--- src/rtl/seg_scan_driver.sv ---
// seg_scan_driver
// Six-digit dynamic-scan driver for a common-anode seven-segment display.
// A 24-bit packed BCD word and six decimal-point bits are captured into a
// shadow register on bcd_valid. A free-running slot counter steps the digit
// index 0..5, and one digit is driven per scan slot.
//
// Optional feature: define SEG_LZB_EN to enable leading-zero blanking.
// Digits above the highest nonzero digit or the highest lit decimal point are
// blanked. Their select line keeps scanning. Digit 0 is never blanked.
//
// Parameters
//   CNT_MAX   scan slot length minus one, in clocks (1 .. 2^20-1)
// Ports
//   sys_clk   system clock, rising edge
//   sys_rst   synchronous active-high reset
//   bcd_in    packed BCD, [3:0] = ones ... [23:20] = hundred-thousands
//   bcd_valid single-cycle load strobe for bcd_in / dot_in
//   dot_in    decimal point per digit (bit k = digit k)
//   disp_en   level-sensitive display enable
//   sel       digit select, active-low, bit 0 = ones digit (registered)
//   seg       segments {dp,g,f,e,d,c,b,a}, active-low (registered)
//
// Handshake: bcd_valid is a pure strobe with no ready. Every edge with
// bcd_valid=1 overwrites the shadow register, so the last strobe wins. Reset
// has priority over a coincident strobe.
module seg_scan_driver #(
  parameter int unsigned CNT_MAX = 49_999
) (
  input  logic        sys_clk,
  input  logic        sys_rst,
  input  logic [23:0] bcd_in,
  input  logic        bcd_valid,
  input  logic [5:0]  dot_in,
  input  logic        disp_en,
  output logic [5:0]  sel,
  output logic [7:0]  seg
);

  localparam logic [19:0] CNT_LAST = 20'(CNT_MAX);

  logic [19:0] cnt_q;
  logic [2:0]  idx_q;
  logic [23:0] bcd_q;
  logic [5:0]  dot_q;
  logic [5:0]  sel_q, sel_d;
  logic [7:0]  seg_q, seg_d;

  logic [3:0]  nib;
  logic        dot_bit;
  logic [6:0]  glyph;
  logic        blank;

  // Current digit and its decimal point, selected from the shadow register.
  always_comb begin
    nib     = bcd_q[3:0];
    dot_bit = dot_q[0];
    case (idx_q)
      3'd1:    begin nib = bcd_q[7:4];   dot_bit = dot_q[1]; end
      3'd2:    begin nib = bcd_q[11:8];  dot_bit = dot_q[2]; end
      3'd3:    begin nib = bcd_q[15:12]; dot_bit = dot_q[3]; end
      3'd4:    begin nib = bcd_q[19:16]; dot_bit = dot_q[4]; end
      3'd5:    begin nib = bcd_q[23:20]; dot_bit = dot_q[5]; end
      default: begin nib = bcd_q[3:0];   dot_bit = dot_q[0]; end
    endcase
  end

  // Active-low {g..a}. Non-decimal codes show a dash.
  always_comb begin
    glyph = 7'h3F;
    case (nib)
      4'd0:    glyph = 7'h40;
      4'd1:    glyph = 7'h79;
      4'd2:    glyph = 7'h24;
      4'd3:    glyph = 7'h30;
      4'd4:    glyph = 7'h19;
      4'd5:    glyph = 7'h12;
      4'd6:    glyph = 7'h02;
      4'd7:    glyph = 7'h78;
      4'd8:    glyph = 7'h00;
      4'd9:    glyph = 7'h10;
      default: glyph = 7'h3F;
    endcase
  end

`ifdef SEG_LZB_EN
  // hi_pos is the highest digit that carries a nonzero value or a lit dot.
  // It is never below 0, so digit 0 always shows.
  logic [2:0] hi_pos;
  always_comb begin
    hi_pos = 3'd0;
    for (int k = 1; k < 6; k++) begin
      if (bcd_q[4*k +: 4] != 4'd0 || dot_q[k]) hi_pos = 3'(k);
    end
    blank = (idx_q > hi_pos);
  end
`else
  assign blank = 1'b0;
`endif

  always_comb begin
    sel_d = 6'h3F;
    seg_d = 8'hFF;
    if (disp_en) begin
      sel_d = ~(6'b000001 << idx_q);
      if (!blank) seg_d = {~dot_bit, glyph};
    end
  end

  always_ff @(posedge sys_clk) begin
    if (sys_rst) begin
      cnt_q <= '0;
      idx_q <= '0;
      bcd_q <= '0;
      dot_q <= '0;
      sel_q <= 6'h3F;
      seg_q <= 8'hFF;
    end else begin
      if (bcd_valid) begin
        bcd_q <= bcd_in;
        dot_q <= dot_in;
      end
      if (cnt_q == CNT_LAST) begin
        cnt_q <= '0;
        idx_q <= (idx_q == 3'd5) ? 3'd0 : 3'(idx_q + 3'd1);
      end else begin
        cnt_q <= 20'(cnt_q + 20'd1);
      end
      sel_q <= sel_d;
      seg_q <= seg_d;
    end
  end

  assign sel = sel_q;
  assign seg = seg_q;

endmodule

--- config.mk ---
export PLATFORM = sky130hd
export DESIGN_NAME = seg_scan_driver
export DESIGN_NICKNAME = d
export VERILOG_FILES = /design/src/rtl/seg_scan_driver.sv
export SDC_FILE = /design/constraint.sdc
export NUM_CORES = 1
export LEC_CHECK = 0
export BUFFER_PORTS_ARGS = -buffer_cell sky130_fd_sc_hd__buf_4
export CAP_MARGIN = 20
export CORE_UTILIZATION = 50
export DETAILED_ROUTE_END_ITERATION = 10
export HOLD_SLACK_MARGIN = 0.12
export PLACE_DENSITY = 0.75
export SLEW_MARGIN = 5
export SYNTH_ARGS = -nofsm -noshare
export SYNTH_HDL_FRONTEND = slang
export SYNTH_SLANG_ARGS = --single-unit
--- constraint.sdc ---
create_clock -name sys_clk -period 2.7 [get_ports sys_clk]
set_input_delay 0.135 -clock sys_clk [delete_from_list [all_inputs] [get_ports sys_clk]]
set_output_delay 0.135 -clock sys_clk [all_outputs]
set_load 0.01 [all_outputs]
==> results.json <==
{
  "slew-limit-headroom_pct": 54.5,
  "power.density_cell_area_nw_per_um2": 547,
  "cap_violations": 0,
  "synth.ff_latch_count": 67,
  "max-vdd-ir-drop_uv": 481,
  "reg2reg_depth": 7,
  "final_worst_path_period_need_ns": 2.34,
  "port_buffers": 47,
  "first_global_vias": 2287,
  "core_area_sq_um": 5610,
  "grt_use_total_pct": 21.9,
  "cts.sink_count": 67,
  "path_max_fanout": 26,
  "timing.final.ws_setup_ns": 0.358,
  "pre_cts_slack_ns": 0.446,
  "num_rows": 27,
  "synth.lib_cells_used.distinct": 47,
  "vias_per_cell": 5.20,
  "globalRouteOverflowTotal": 0,
  "cp_slowest_stage_delay_ns": 0.37,
  "syn_avg_cell_area_sq_um": 9.25,
  "drv_slew": 0,
  "post-cts-setup-buffer-count": 0,
  "crit_arrival_ns": 2.50,
  "startpoint_type": "flop",
  "route.detailed.drc": 0,
  "fin_tns_setup_ns": 0,
  "critPathRequiredTime_ns": 2.86,
  "crit-reg2reg-capture": "seg[5]",
  "worst_hold_stages": 2,
  "synth_largest_area_cell": "dfxtp_1",
  "slowest_stage": "mux2_2",
  "wl_cell_um": 13.3,
  "syn-num-nets": 360,
  "dp.final_hpwl_um": 4170,
  "netlist_instances": 321,
  "route.met2.wl_um": 2960,
  "synth_top_cells_by_area": "dfxtp_1, mux2i_1, nor2_1",
  "outcome": "finished, final reports clean",
  "clk_path_buf_depth": 2,
  "die-height_um": 79.1,
  "cts-root-buf": "clkbuf_8",
  "postLayoutCellArea_sq_um": 3860,
  "drt_pass1_iterations": 4,
  "post-layout-total-power_mw": 2.11,
  "grt_pass1_wl_um": 10400,
  "timing.reg2reg.setup_slack_ns": 0.36,
  "globalplace.congestion": 0.874,
  "clock_tree_from_tritoncts": "done",
  "max_clock_freq_mhz": 427,
  "timing_hold_violations_final": 0,
  "timing.hold.worst_endpoint": "dot_q[2]",
  "vias": 2450,
  "power_leakage_nw": 1.63,
  "crit-reg2reg-launch": "idx_q[2]",
  "fillers": 462,
  "postRouteAntennaNets": 0,
  "layout-drive-gt1-share_pct": 19.8,
  "detailed_place.area_sq_um": 3350,
  "ctsHtreeMaxLevel": 3,
  "path_cells": "buf_4 -> mux2_2 -> o211a_1 -> o32a_1 -> ha_1 -> nor4_1 -> o21ai_0",
  "netlist_area_sq_um": 2970,
  "totalWireLength_um": 6260,
  "clock_skew_after_layout_ns": 0.00806,
  "area_occupied_by_multi_input_gates_sq_um": 1500,
  "final.hold.worst_slack_ns": 0.178,
  "hold_path_startpoint": "sys_rst",
  "top_sig_layer": "met4",
  "setup.worst_path.end_class": "flop",
  "dr.first_iter.drc_count": 118,
  "sequential_cell_area_sq_um": 1340,
  "clock_latency_late_sink_ns": 0.34,
  "dr_wl_met3_um": 277,
  "async_flop_share_pct": 0,
  "antenna_violations_before_repair": 0,
  "synth_enable_flop_cells": 0,
  "synthToLayoutAreaGrowth_pct": 30.1,
  "fp.dieW_um": 79.1,
  "grt_start_max_net_pins": 38,
  "timing.final.setup_violations": 0,
  "hold_path_class": "primary input to flop",
  "num_io_pins": 48,
  "ys_dominant_reg_cell": "dfxtp_1",
  "numCtsBuffers": 9,
  "rsz_0062_raised_after_global_routing": "no",
  "start_util_pct": 52.9,
  "clk_transition_reported_paths_ns": 0.07,
  "worst-setup-path-type": "flop to flop",
  "synth.top_cell.area_share_pct": 45.2,
  "yosys_warnings": 0,
  "n_antenna_cell": 0,
  "worst_pin_slew_ns": 0.681,
  "area_of_the_die_sq_um": 6250,
  "finish.net_count": 433,
  "period_share_pct": 86.7,
  "routedLengthMet1_um": 2920,
  "synth_seq_area_share_pct": 45.2
}
[stage by stage]
stage / util (%) / cells
5_1_grt: 68.9 / 471
2_1_floorplan: - / 321
4_1_cts: 68.9 / 471
6_report: 68.9 / 471
3_3_place_gp: 59.8 / 425
3_5_place_dp: 59.8 / 425
[power by group]
| group | switching, mW | internal (mW) | total (mW) | leakage [nW] |
|---|---|---|---|---|
| Clock | 0.361 | 0.498 | 0.859 | 0.108 |
| Combinational | 0.0892 | 0.117 | 0.206 | 0.973 |
| Sequential | 0.0206 | 1.03 | 1.05 | 0.549 |
[timing repair]
action	in CTS	in global routing
hold buffers	30	0
resized for setup	0	0
setup endpoints to repair	0	0
endpoints found under the hold margin	30	0
[metal layers]
metal,up-vias,global-route usage [%]
met5,-,0
met4,0,7.09
met3,8,8.39
met2,64,35.5
met1,1125,26.5
li1,1253,-
[final cells by class]
type / instances / area share [%]
Sequential cell: 67 / 34.7
Clock inverter: 4 / 1.23
Clock buffer: 12 / 4.27
Inverter: 7 / 0.680
Tap cell: 72 / 2.33
Timing Repair Buffer: 82 / 17.9
Multi-Input combinational cell: 227 / 38.9
[sequential cells by signal, summed over array words and instances, names as in the netlist]
name and flops:
sel 6, seg 8, idx_q 3, cnt_q 20, bcd_q 24, dot_q 6
[critical path, delay by kind of cell, from the launching register on]
family	cells	cell delay (ns)
muxes	1	0.37
DFF	1	0.33
AOI/OAI and AO/OA	3	0.70
and+or+nand+nor	1	0.28
buffers and inverters	1	0.27
adders and majority gates	1	0.21
[synthesized netlist by cell type, types with 3 or more instances]
master,number
dfxtp_1,67
nor2_1,61
mux2i_1,34
nand2_1,19
clkbuf_1,10
o21ai_0,10
xor2_1,10
a21oi_1,9
inv_1,7
nand3_1,7
nand4_1,7
a211oi_1,5
ha_1,5
xnor2_1,5
buf_2,4
mux2_2,4
or3_1,4
a21o_1,3
a31oi_1,3
and4_1,3
buf_1,3
nand2b_1,3
nand3b_1,3
nor2b_1,3
[layout by cell type, fill, tap and decap left out, types with 2 or more instances in the layout]
master,synthesis,final
nand2_1,19,19
nor2_1,61,61
dlygate4sd3_1,0,30
a211oi_1,5,5
a22oi_1,2,2
mux2_2,4,4
a21oi_1,9,9
mux2i_1,34,34
nand3b_1,3,3
nand2b_1,3,3
a31oi_1,3,3
nor4b_1,2,2
nor3b_1,2,2
o211ai_1,2,2
o21ai_0,10,10
xnor2_1,5,5
nor4_1,2,2
clkbuf_8,0,12
nand3_1,7,7
clkinv_2,0,2
nor2b_1,3,3
ha_1,5,5
nor3_1,2,2
xor2_1,10,10
dfxtp_1,67,67
and4_1,3,3
o211a_1,2,2
a21o_1,3,3
nand4_1,7,7
buf_4,1,52
and2_1,2,2
or3_1,4,4
inv_1,7,7
[cell families (layout without fill, tap and decap cells)]
| group | after synthesis | after routing | share of synthesized area, % |
|---|---|---|---|
| and+or+nand+nor | 126 | 126 | 20.5 |
| DFF | 67 | 67 | 45.2 |
| AOI/OAI and AO/OA | 43 | 43 | 10.6 |
| muxes | 38 | 38 | 13.0 |
| buffers and inverters | 27 | 105 | 4.21 |
| xor gates and xnor gates | 15 | 15 | 4.42 |
| adders and majority gates | 5 | 5 | 2.11 |
[worst max path at each step]
stage,start,endpoint,slack [ns],cells after the start
floorplan,idx_q[2],seg[2],0.11,12
global placement,idx_q[2],seg[1],0.50,8
detailed placement,idx_q[1],seg[3],0.45,8
CTS,idx_q[2],seg[5],0.40,7
global route,idx_q[2],seg[5],0.23,7
finish,idx_q[2],seg[5],0.36,7
Note: power is estimated with default switching activity, not from simulation.
